`src/rtl/fetch_sequencer.sv`:
```
// fetch_sequencer: owns the architectural PC and sequences single-issue
// instruction fetch. It requests a word from imem, holds it for decode
// while next_pc_in is computed, then commits the next PC. It halts on an
// all-zero instruction, on a misaligned target and on a fetch timeout.
// It also counts retired instructions.
module fetch_sequencer #(
  parameter logic [31:0] RESET_VECTOR = 32'h0000_0000,
  parameter int          CNT_W        = 32,
  parameter int          MAX_WAIT     = 255
) (
  input  logic             clk,
  input  logic             reset,
  output logic             imem_req,
  output logic [31:0]      imem_addr,
  input  logic             imem_ready,
  input  logic [31:0]      imem_rdata,
  output logic [31:0]      pc,
  output logic [31:0]      instr,
  output logic             instr_valid,
  input  logic [31:0]      next_pc_in,
  input  logic             stall,
  input  logic             resume,
  output logic             halted,
  output logic [1:0]       fault,
  output logic [CNT_W-1:0] retired
);

  // Sequencer states
  localparam logic [1:0] S_FETCH = 2'd0;
  localparam logic [1:0] S_EXEC  = 2'd1;
  localparam logic [1:0] S_HALT  = 2'd2;

  // Fault codes
  localparam logic [1:0] F_NONE     = 2'b00;
  localparam logic [1:0] F_MISALIGN = 2'b01;
  localparam logic [1:0] F_TIMEOUT  = 2'b10;

  // The wait counter is 16 bits wide, because MAX_WAIT is at most 2^16-1.
  localparam logic [15:0] WAIT_LIMIT = 16'(MAX_WAIT);

  logic [1:0]       state_q,   state_d;
  logic [31:0]      pc_q,      pc_d;
  logic [31:0]      instr_q,   instr_d;
  logic             valid_q,   valid_d;
  logic             halted_q,  halted_d;
  logic [1:0]       fault_q,   fault_d;
  logic [CNT_W-1:0] retired_q, retired_d;
  logic [15:0]      wait_q,    wait_d;
  logic [15:0]      wait_inc;
  // boot_q is set during reset and for the first cycle after it. In that
  // cycle no request is issued, so the edge that samples reset also drops
  // imem_req, even if the sequencer was fetching when reset arrived.
  logic             boot_q;
  logic             fetching;

  assign fetching    = (state_q == S_FETCH) && !boot_q;
  assign imem_req    = fetching;
  assign imem_addr   = pc_q;
  assign pc          = pc_q;
  assign instr       = instr_q;
  assign instr_valid = valid_q;
  assign halted      = halted_q;
  assign fault       = fault_q;
  assign retired     = retired_q;

  assign wait_inc = wait_q + 16'd1;

  // Next-state logic for the FETCH / EXEC / HALT sequencing
  always_comb begin
    state_d   = state_q;
    pc_d      = pc_q;
    instr_d   = instr_q;
    valid_d   = valid_q;
    halted_d  = halted_q;
    fault_d   = fault_q;
    retired_d = retired_q;
    wait_d    = wait_q;

    case (state_q)
      S_FETCH: begin
        if (!boot_q) begin
          if (imem_ready) begin
            instr_d = imem_rdata;
            valid_d = 1'b1;
            wait_d  = 16'd0;
            state_d = S_EXEC;
          end else if (wait_inc == WAIT_LIMIT) begin
            // This is the MAX_WAIT-th cycle with no ready, so give up.
            // The PC is left pointing at the word that could not be fetched.
            fault_d  = F_TIMEOUT;
            halted_d = 1'b1;
            wait_d   = 16'd0;
            state_d  = S_HALT;
          end else begin
            wait_d = wait_inc;
          end
        end
      end

      S_EXEC: begin
        if (instr_q == 32'h0) begin
          // A zero word halts the core even when a stall is asserted.
          halted_d = 1'b1;
          valid_d  = 1'b0;
          state_d  = S_HALT;
        end else if (stall) begin
          // Hold everything. Decode keeps seeing the same pc and instr.
          state_d = S_EXEC;
        end else if (next_pc_in[1:0] != 2'b00) begin
          fault_d  = F_MISALIGN;
          halted_d = 1'b1;
          valid_d  = 1'b0;
          state_d  = S_HALT;
        end else begin
          pc_d      = next_pc_in;
          retired_d = retired_q + CNT_W'(1);
          valid_d   = 1'b0;
          state_d   = S_FETCH;
        end
      end

      S_HALT: begin
        if (resume) begin
          // Skip the word that caused the halt or fault.
          halted_d = 1'b0;
          fault_d  = F_NONE;
          pc_d     = pc_q + 32'd4;
          state_d  = S_FETCH;
        end
      end

      default: begin
        state_d  = S_FETCH;
        valid_d  = 1'b0;
        halted_d = 1'b0;
        wait_d   = 16'd0;
      end
    endcase
  end

  // State registers. A synchronous reset overrides every other input.
  always_ff @(posedge clk) begin
    boot_q <= reset;
    if (reset) begin
      state_q   <= S_FETCH;
      pc_q      <= RESET_VECTOR;
      instr_q   <= 32'h0;
      valid_q   <= 1'b0;
      halted_q  <= 1'b0;
      fault_q   <= F_NONE;
      retired_q <= '0;
      wait_q    <= 16'd0;
    end else begin
      state_q   <= state_d;
      pc_q      <= pc_d;
      instr_q   <= instr_d;
      valid_q   <= valid_d;
      halted_q  <= halted_d;
      fault_q   <= fault_d;
      retired_q <= retired_d;
      wait_q    <= wait_d;
    end
  end

endmodule

```
`config.mk`:
```
export PLATFORM = sky130hd
export DESIGN_NAME = fetch_sequencer
export DESIGN_NICKNAME = d
export VERILOG_FILES = /design/src/rtl/fetch_sequencer.sv
export SDC_FILE = /design/constraint.sdc
export NUM_CORES = 1
export LEC_CHECK = 0
export ABC_CLOCK_PERIOD_IN_PS = 2500
export CORE_MARGIN = 3
export CORE_UTILIZATION = 43
export DETAILED_ROUTE_END_ITERATION = 8
export GPL_ROUTABILITY_DRIVEN = 1
export PLACE_DENSITY = 0.78
export SLEW_MARGIN = 25
export SYNTH_ARGS = -nofsm -noshare
export SYNTH_HDL_FRONTEND = slang
export SYNTH_SLANG_ARGS = --single-unit
```
`constraint.sdc`:
```
create_clock -name clk -period 2.5 [get_ports clk]
set_input_delay 0.5 -clock clk [delete_from_list [all_inputs] [get_ports clk]]
set_output_delay 0.5 -clock clk [all_outputs]
set_load 0.01 [all_outputs]
```
==> tab_implementation.tex <==
\begin{tabular}{lr}
\hline
Metric & Value \\
\hline
\multicolumn{2}{l}{\textbf{Route}} \\
\quad Detailed router's first-iteration violation count & 527 \\
\quad Detailed-route via count & 6698 \\
\quad Pre-Repair DR Iteration Count & 6 \\
\quad Average via count per standard cell & $\sim$5.4 \\
\quad Antenna Violating Nets Remaining & 0 \\
\quad WL per Instance & 15.1 um \\
\quad Remaining routing DRC violations & 0 \\
\quad Routed wire length & 18.6 mm \\
\multicolumn{2}{l}{\textbf{Critical path}} \\
\quad Cell chain of the critical path & inv\_1 -> ha\_4 -> inv\_1 -> nor2\_1 -> clkdlybuf4s50\_1 \\
\quad Capturing point of the worst reg2reg path & state\_q[1] \\
\quad Slowest stage cell, crit path & sky130\_fd\_sc\_hd\_\_clkdlybuf4s50\_1 \\
\quad Type of element capturing the critical path & output pin \\
\quad Crit-path most repeated cell & sky130\_fd\_sc\_hd\_\_inv\_1 \\
\quad Crit path max fanout & 8 \\
\quad Worst Path Class, Setup & flip-flop to output pin \\
\quad Cell family with the largest share of critical-path delay & buffers and inverters \\
\quad Setup crit start & state\_q[1] \\
\quad Worst reg-to-reg setup slack & 0.11 ns \\
\quad R2R Path Start & wait\_q[0] \\
\quad Buf+Inv Stages, Crit Path & 3 \\
\quad Crit path required time & about 2.0 ns \\
\quad Crit path arrival time & 1.91 ns \\
\quad Crit-path max cell delay & 0.57 ns \\
\quad FF-to-FF path depth & 8 \\
\quad Kind of start point of the critical path & flip-flop \\
\multicolumn{2}{l}{\textbf{Logic synthesis}} \\
\quad Mean post-synth cell area & approximately 7.5 um\^{}2 \\
\quad Cells taking the most area after synthesis & sky130\_fd\_sc\_hd\_\_dfxtp\_1 37\%, sky130\_fd\_sc\_hd\_\_nand2\_1 8.5\%, sky130\_fd\_sc\_hd\_\_a21oi\_1 6.3\%, sky130\_fd\_sc\_hd\_\_nor2\_1 4.5\%, sky130\_fd\_sc\_hd\_\_buf\_4 3.9\% \\
\quad Number of synthesized flops with an enable pin & 0 \\
\quad Sequential area share after synthesis & roughly 37\% \\
\quad Share of the synthesized area in compound gates (AO/OA/AOI/OAI) & 19.2\% \\
\quad Area share of the leading cell type in the synthesized netlist & approximately 37\% \\
\quad Post-synthesis register bit count & between 100 and 150 \\
\quad Number of nets produced by synthesis & just over 900 \\
\quad Prevailing post-synth register cell & sky130\_fd\_sc\_hd\_\_dfxtp\_1 \\
\quad Post-synthesis xor/xnor area fraction & 3.30\% \\
\quad Count of different cell masters after synthesis & 68 \\
\quad Total number of yosys warnings & 0 \\
\quad Area share of and/or/nand/nor cells after synthesis & 29.3\% \\
\quad Top-count cell post-synth & sky130\_fd\_sc\_hd\_\_nand2\_1 \\
\quad Combined area of all synthesized cells & roughly 0.0064 mm\^{}2 \\
\quad Combinational family with the most area after synthesis & simple AND/OR/NAND/NOR gates \\
\quad Number of standard cells after synthesis & 844 \\
\quad FFs w/ async S/R, synth & 0\% \\
\quad Adder and majority gate portion of the synthesized area & 1.38\% \\
\quad Multiplexer share of the synthesized area & 1.18\% \\
\quad Most instantiated cells after synthesis & 145 x sky130\_fd\_sc\_hd\_\_nand2\_1, 119 x sky130\_fd\_sc\_hd\_\_dfxtp\_1, 80 x sky130\_fd\_sc\_hd\_\_a21oi\_1, 76 x sky130\_fd\_sc\_hd\_\_nor2\_1, 47 x sky130\_fd\_sc\_hd\_\_clkbuf\_1 \\
\quad Library cell with the largest summed area after synthesis & sky130\_fd\_sc\_hd\_\_dfxtp\_1 \\
\multicolumn{2}{l}{\textbf{Place}} \\
\quad Placement Cell Area & just under 0.009 mm\^{}2 \\
\quad Half-perimeter wire length after placement & 13.1 mm \\
\quad DP Worst Slack & -0.197 ns \\
\quad Placed Cells incl. Taps & about 1200 \\
\quad Weighted congestion at the end of routability-driven global placement & 0.879 \\
\quad Port-buffer cells & 201 \\
\multicolumn{2}{l}{\textbf{Global routing}} \\
\quad Total gr overflow & 0 \\
\quad Number of antenna violations at the first check in global routing & 0 \\
\quad Wire length of the first global-routing pass & 30.2 mm \\
\quad Largest net degree at the start of global routing & 48 \\
\quad Via count of the first global-routing pass & between 6000 and 7000 \\
\quad Global routing usage summed across all routing layers & 22.5\% \\
\multicolumn{2}{l}{\textbf{CTS}} \\
\quad Sinks on Clock Net & 119 \\
\quad Skew-Pair Late Insertion Delay & 0.42 ns \\
\quad Clock-pin slew of the registers on the worst-case setup and hold paths & 0.05 ns \\
\quad CTS Root Cell & sky130\_fd\_sc\_hd\_\_clkbuf\_16 \\
\quad Max Root-Sink Buffers & 2 \\
\quad TritonCTS clock tree & yes \\
\quad Max H-tree Level & 4 \\
\quad TritonCTS buffer count & 17 \\
\multicolumn{2}{l}{\textbf{STA}} \\
\quad Worst-case setup margin in the final layout & $\sim$0.087 ns \\
\quad Final min period & 2.41 ns \\
\quad Final count of hold timing violations & 0 \\
\quad Post-Route Skew & 0.00783 ns \\
\quad Min Hold Slack & 0.467 ns \\
\quad Tcrit/Tclk final & 96.5\% \\
\quad Worst-case headroom to the max-slew limit & 58.9\% \\
\quad Number of pins with negative max-slew slack in the final report & 0 \\
\quad Highest Clock Rate & 0.414 GHz \\
\quad Worst slew pin tran & 0.617 ns \\
\quad RSZ-0062 raised after global routing & true \\
\quad Number of endpoints failing setup at the final stage & 0 \\
\quad Setup TNS & 0 ns \\
\multicolumn{2}{l}{\textbf{Cells and area}} \\
\quad Sequential cell area & between 0.002 and 0.0025 mm\^{}2 \\
\quad Area added between synthesis and finish & 46.6\% \\
\quad Nets & 1121 \\
\quad Area occupied by multi-input gates & 0.00353 mm\^{}2 \\
\quad Fraction of final layout cells with drive strength greater than 1 & 11.8\% \\
\quad Utilization after layout & $\sim$66\% \\
\quad Total of fill cells in the finished design & roughly 1200 \\
\quad ANT cells & 0 \\
\quad Final instance area & 0.00933 mm\^{}2 \\
\quad Final Non-Filler Cells & 1236 \\
\multicolumn{2}{l}{\textbf{Die}} \\
\quad Die boundary height & 128 um \\
\quad X dimension of the die & 128 um \\
\quad I/O pin count & 202 \\
\quad Core ar. & 0.0142 mm\^{}2 \\
\quad Total Die Area & 0.0163 mm\^{}2 \\
\quad Starting utilization of the core area & 44.8\% \\
\quad Cell Rows & 43 \\
\multicolumn{2}{l}{\textbf{Power}} \\
\quad Power per standard cell area & $\sim$900 mW/mm\^{}2 \\
\quad Sum of internal, switching and leakage power & 8.28 mW \\
\quad IR drop worst, VDD & around 0.00065 V \\
\quad Leakage dissipation & 3.29 nW \\
\multicolumn{2}{l}{\textbf{Worst hold path}} \\
\quad Worst Hold End & instr[19] \\
\quad Hold Crit Class & flip-flop to flip-flop \\
\quad Worst Hold Path Cells & 2 \\
\quad Startpoint of the lowest-slack hold path & instr[19] \\
\multicolumn{2}{l}{\textbf{Status}} \\
\quad Outcome & finished, final reports clean \\
\multicolumn{2}{l}{\textbf{Flow run}} \\
\quad Reported max-cap violation count & 0 \\
\hline
\end{tabular}
power by group:
part / switching (mW) / total [mW] / internal, mW
clock network: 0.852 / 2.48 / 1.62
logic: 1.70 / 3.35 / 1.65
registers: 0.292 / 2.45 / 2.16
logic make-up (layout without fill, tap and decap cells):
family          Yosys count  count (layout)
simple gates            384             384
compound gates          199             199
flops                   119             119
buf+inv                 104             316
xor+xnor                 24              24
fa+ha+maj                 7               7
mux                       7               7
layout by cell type (no fill, tap or decap), types with 12 or more instances in the layout:
master / n
sky130_fd_sc_hd__a21oi_1: 79
sky130_fd_sc_hd__a22oi_1: 12
sky130_fd_sc_hd__and3_1: 17
sky130_fd_sc_hd__buf_4: 65
sky130_fd_sc_hd__clkbuf_16: 17
sky130_fd_sc_hd__clkdlybuf4s50_1: 200
sky130_fd_sc_hd__dfxtp_1: 119
sky130_fd_sc_hd__inv_1: 19
sky130_fd_sc_hd__nand2_1: 145
sky130_fd_sc_hd__nand3_1: 31
sky130_fd_sc_hd__nand4_1: 15
sky130_fd_sc_hd__nor2_1: 75
sky130_fd_sc_hd__nor3_1: 20
sky130_fd_sc_hd__nor4_1: 15
sky130_fd_sc_hd__o21ai_0: 41
sky130_fd_sc_hd__or3_1: 15
sky130_fd_sc_hd__xor2_1: 13
area by class of cell:
| type | count | area share [%] |
|---|---|---|
| inverters | 19 | 0.764 |
| clock buffers | 21 | 5.04 |
| flip-flops and latches | 119 | 25.5 |
| well taps | 180 | 2.41 |
| clock inverters | 9 | 1.34 |
| repair buffers | 267 | 27.1 |
| multi-input cells | 621 | 37.8 |
worst max-delay path by stage:
stage,end,slack [ns],cells past startpoint
2_1_floorplan,state_q[1],0.14,8
3_3_place_gp,retired[29],-0.12,9
3_5_place_dp,imem_addr[16],-0.20,8
4_1_cts,imem_req,0.005,5
5_1_grt,state_q[1],-0.006,8
6_report,imem_req,0.09,5
registers in the layout (all words and copies together) (netlist names):
name	cells
state_q	2
instr	32
halted	1
fault	2
retired	32
wait_q	16
imem_addr	32
boot_q	1
instr_valid	1
what timing repair did:
item | in CTS | in global routing
buffers inserted | 0 | 2
pin swaps | 0 | 3
endpoints found under the setup margin | 1 | 19
resized for setup | 1 | 9
hold buffers | 0 | 0
worst reg2reg max path, stage by stage (launching register included):
cell	delay, ns
sky130_fd_sc_hd__dfxtp_1	0.34
sky130_fd_sc_hd__buf_4	0.17
sky130_fd_sc_hd__nand4_1	0.12
sky130_fd_sc_hd__or4_4	0.48
sky130_fd_sc_hd__mux2i_2	0.20
sky130_fd_sc_hd__nor3_2	0.23
sky130_fd_sc_hd__a31oi_4	0.17
sky130_fd_sc_hd__a211o_1	0.34
sky130_fd_sc_hd__a221oi_2	0.27
routing by layer:
| layer | vias to the layer above | track usage, % | part of all wire, % |
|---|---|---|---|
| li1 | 3352 | - | - |
| met1 | 3072 | 28.7 | 43 |
| met2 | 256 | 36.8 | 47 |
| met3 | 18 | 7.58 | 9.0 |
| met4 | 0 | 5.93 | 1.1 |
| met5 | - | 0 | 0 |
(Power assumes the default switching activity.)
